--- src/rtl/first_nios2_system_sysid_timeout.sv ---
// Loadable down-counter. 'expired' flags the enabled tick that consumes the last
// count, so a load of N expires on the N-th enabled cycle after the load.
module first_nios2_system_sysid_timeout #(
  parameter int WIDTH = 5
) (
  input  logic             clock,
  input  logic             reset,
  input  logic             load,
  input  logic [WIDTH-1:0] load_value,
  input  logic             enable,
  output logic             expired
);

  logic [WIDTH-1:0] count_q;
  logic [WIDTH-1:0] count_d;

  always_comb begin
    count_d = count_q;
    if (load) begin
      count_d = load_value;
    end else if (enable && (count_q != '0)) begin
      count_d = count_q - WIDTH'(1);
    end
  end

  assign expired = enable && !load && (count_q == WIDTH'(1));

  always_ff @(posedge clock or posedge reset) begin
    if (reset) begin
      count_q <= '0;
    end else begin
      count_q <= count_d;
    end
  end

endmodule

--- config.mk ---
export PLATFORM = sky130hd
export DESIGN_NAME = first_nios2_system_sysid_timeout
export DESIGN_NICKNAME = d
export VERILOG_FILES = /design/src/rtl/first_nios2_system_sysid_timeout.sv
export SDC_FILE = /design/constraint.sdc
export NUM_CORES = 1
export LEC_CHECK = 0
export ABC_CLOCK_PERIOD_IN_PS = 2200
export CAP_MARGIN = 30
export CORE_AREA = 3 3 40 42
export DETAILED_ROUTE_END_ITERATION = 12
export DIE_AREA = 0 0 43 45
export HOLD_SLACK_MARGIN = 0.1
export PLACE_DENSITY_LB_ADDON = 0.08
export SLEW_MARGIN = 5
export SYNTH_ARGS = -nofsm -noshare
export SYNTH_HDL_FRONTEND = slang
export SYNTH_SLANG_ARGS = --single-unit
--- constraint.sdc ---
create_clock -name clock -period 2.2 [get_ports clock]
set_input_delay 0.66 -clock clock [delete_from_list [all_inputs] [get_ports clock]]
set_output_delay 0.66 -clock clock [all_outputs]
set_load 0.01 [all_outputs]
==> flow_metrics.tcl, run 1 <==
set metrics [dict create \
    worst_setup_path_end_kind "output port" \
    timing.reg2reg.worst_path_depth 6 \
    cp_launch_point "load" \
    drt_drc_violations_left 0 \
    finalWorstSetupSlack_ns 0.0495 \
    skew_ns 0.00422 \
    grt_antenna_before_repair 0 \
    tritoncts "done" \
    areaGrowthSynthToFinish_pct 51.8 \
    outcome "finished clean" \
    global_route.overflow_total 0 \
    placement.setup.worst_slack_ns -0.773 \
    timing.max_slew.rel_slack_pct 78.9 \
    violation_count_after_the_first_detailed_routing_iteration 5 \
    arrival_ns 1.49 \
    filler_cell_count 138 \
    reg2reg_setup_slack_ns 0.35 \
    drive_above_1_share_pct 32.7 \
    cts_clk_pin_slew_worst_paths_ns 0.05 \
    floorplan.die.height_um 45 \
    h_tree_levels 1 \
    met1Wirelength_um 362 \
    rsz_0062_raised_after_global_routing "yes" \
    final_net_count 67 \
    max_clock_freq_mhz 465 \
    cellPowerDensity_nw_per_um2 588 \
    count_of_max_cap_constraint_violations 0 \
    metal3_wl_um 41 \
    netlist.top_cell.by_area "sky130_fd_sc_hd__dfrtp_1" \
    yosys_register_bits 5 \
    route.detailed.vias_per_inst 4.70 \
    total_power_w 0.000308 \
    synth-warning-count 0 \
    largest-register "count_q" \
    timing.final.setup_violations 0 \
    layout_worst_path_cycle_share_pct 97.8 \
    final_hold_violation_count 0 \
    post_synth_edffs 0 \
    synthDominantCellAreaShare_pct 36.2 \
    dr_total_vias 329 \
    maxSlewViolCount 0 \
    routedWlPerCell_um 12.0 \
    clock_tree_root "sky130_fd_sc_hd__clkbuf_4" \
    worst-path-buf-inv 2 \
    initial_utilization_pct 26.9 \
    drt_pre_antenna_iters 4 \
    grt_max_degree 14 \
    timing.critical_path.fanout_max 2 \
    core_area_um2 1280 \
    p_leak_nw 0.230 \
    crit_required_ns 1.54 \
    synth_common_cells "sky130_fd_sc_hd__dfrtp_1 (5), sky130_fd_sc_hd__inv_1 (4), sky130_fd_sc_hd__nand2_1 (4)" \
    worstHoldPathType "input port to asynchronous set/reset pin" \
    top_signal_layer_used "met4" \
    max_slew.worst_pin.slew_ns 0.313 \
    critical-path-top-cell-by-count "sky130_fd_sc_hd__buf_2" \
    portion_of_the_post_synthesis_area_used_by_sequential_elements_pct 36.2 \
    diodes 0 \
    hpwlAfterDp_um 648 \
    yosys-top-cells-area "sky130_fd_sc_hd__dfrtp_1 (36%), sky130_fd_sc_hd__ha_1 (7.2%), sky130_fd_sc_hd__nor2b_1 (5.4%)" \
    r2r-end "count_q[0]$_DFFE_PP0P_" \
    period_minus_slack_ns 2.15 \
    critPathSlowestCell "sky130_fd_sc_hd__or4bb_1" \
    row_count 13 \
    numPortBuffers 9 \
    cts_made_buffers 3 \
    crit_type "input port to output port" \
    grtUsageTotal_pct 10.4 \
    path_cells "buf_2, or4bb_1, nor3_2, buf_2" \
    yosys.cell_types.count 22 \
    async_set_or_reset_flop_fraction_in_the_synthesized_netlist_pct 100 \
    clock_tree.buffer_depth 2 \
    io_pins 10 \
    routed_wire_length_um 840 \
    fin_setup_tns_ns 0 \
    global_route_wire_length_before_repair_um 1440 \
    largest_reg_flops 5 \
    ys_dominant_reg_cell "sky130_fd_sc_hd__dfrtp_1" \
    worst_setup_path_start_kind "input port" \
    clock_latency_reported_for_the_late_side_of_the_worst_skew_pair_ns 0.25 \
    timing.critical_path.depth 4 \
    reg_top3 "count_q x5" \
    dieWidth_um 43 \
    synthesized_area_per_cell_um2 9.33 \
    globalplace.congestion 0.759 \
    numClockSinks 5 \
    die_area_um2 1940 \
    power.ir.vdd_worst_mv 0.279 \
    regToRegStartpoint "count_q[0]$_DFFE_PP0P_" \
    wl_met2_um 426 \
    largest_stage_delay_on_the_critical_path_ns 0.48 \
    number_of_global_route_vias_before_repair 337 \
    synthMostInstantiatedCell "sky130_fd_sc_hd__dfrtp_1" \
    ant_nets_after_route 0 \
    netlist_area_um2 345 \
    syn-num-nets 48 \
    critical_path.top_delay_family "simple AND/OR/NAND/NOR gates" \
    syn_inst 37 \
]
worst max-delay path by stage:
stage	endpoint	slack, ns
4_1_cts	expired	-0.07
2_1_floorplan	expired	0.15
6_report	expired	0.05
3_3_place_gp	expired	-0.76
3_5_place_dp	expired	-0.77
5_1_grt	expired	-0.03
final cells by class:
class	count	area (um2)	area share, %
flip-flops and latches	5	125	23.9
well taps	15	18.8	3.58
repair buffers	15	120	22.9
multi-input cells	27	219	41.8
clock buffers	4	26.3	5.01
inverters	4	15.0	2.86
kinds of logic (layout without fill, tap and decap cells):
group	count (synthesis)	count (layout)	synth area share (%)
AND/OR/NAND/NOR	14	14	26.4
AO/OA/AOI/OAI	10	10	21.7
flip-flops	5	5	36.2
buffers and inverters	5	23	5.43
adder cells (fa/ha/maj)	2	2	7.25
multiplexers	1	1	2.90
power by group:
group	switching [W]	leakage [nW]	total, W	internal [W]
Clock	0.0000425	0.0150	0.000111	0.0000689
Sequential	0.0000121	0.0596	0.000115	0.000103
Combinational	0.0000351	0.155	0.0000815	0.0000464
repair_timing:
action                     in CTS  in global routing
hold buffers                    0                  0
pin swaps                       2                  2
setup endpoints to repair       1                  1
buffers inserted                0                  1
resized for setup              11                  3
worst register-to-register path, stage by stage (launching register included):
cell                       delay [ns]
sky130_fd_sc_hd__dfrtp_1         0.40
sky130_fd_sc_hd__buf_4           0.16
sky130_fd_sc_hd__inv_1           0.07
sky130_fd_sc_hd__ha_1            0.21
sky130_fd_sc_hd__or4b_1          0.53
sky130_fd_sc_hd__mux2i_1         0.19
sky130_fd_sc_hd__o311ai_0        0.15
through the flow:
step | cells | hold WS [ns] | utilization, % | area (um2)
5_1_grt | 70 | 0.648 | 40.8 | 524
6_report | 70 | 0.619 | 40.8 | 524
3_3_place_gp | 65 | 0.595 | 38.0 | 488
2_1_floorplan | 37 | 0.439 | - | 345
3_5_place_dp | 65 | 0.624 | 38.0 | 488
4_1_cts | 69 | 0.621 | 40.1 | 515
layout by cell type, fill, tap and decap left out, types with 2 or more instances in the layout:
master | synthesis | final
sky130_fd_sc_hd__inv_1 | 4 | 3
sky130_fd_sc_hd__nor2b_1 | 3 | 3
sky130_fd_sc_hd__clkdlybuf4s50_1 | 0 | 6
sky130_fd_sc_hd__a21oi_1 | 3 | 3
sky130_fd_sc_hd__dfrtp_1 | 5 | 5
sky130_fd_sc_hd__clkbuf_4 | 0 | 3
sky130_fd_sc_hd__nand2_1 | 4 | 4
sky130_fd_sc_hd__buf_4 | 0 | 6
sky130_fd_sc_hd__buf_2 | 0 | 2
layer usage:
metal	global-route usage, %	vias up
li1	-	172
met1	11.7	148
met2	16.2	7
met3	2.79	2
met4	9.04	0
met5	0	-
Note: power is estimated with default switching activity, not from simulation.
==> run 2, diff against run 1 <==
- CTS_CLUSTER_DIAMETER: unset -> 200
==> results of run 2 <==
The final DEF is identical to that of run 1; final timing and power are the same.
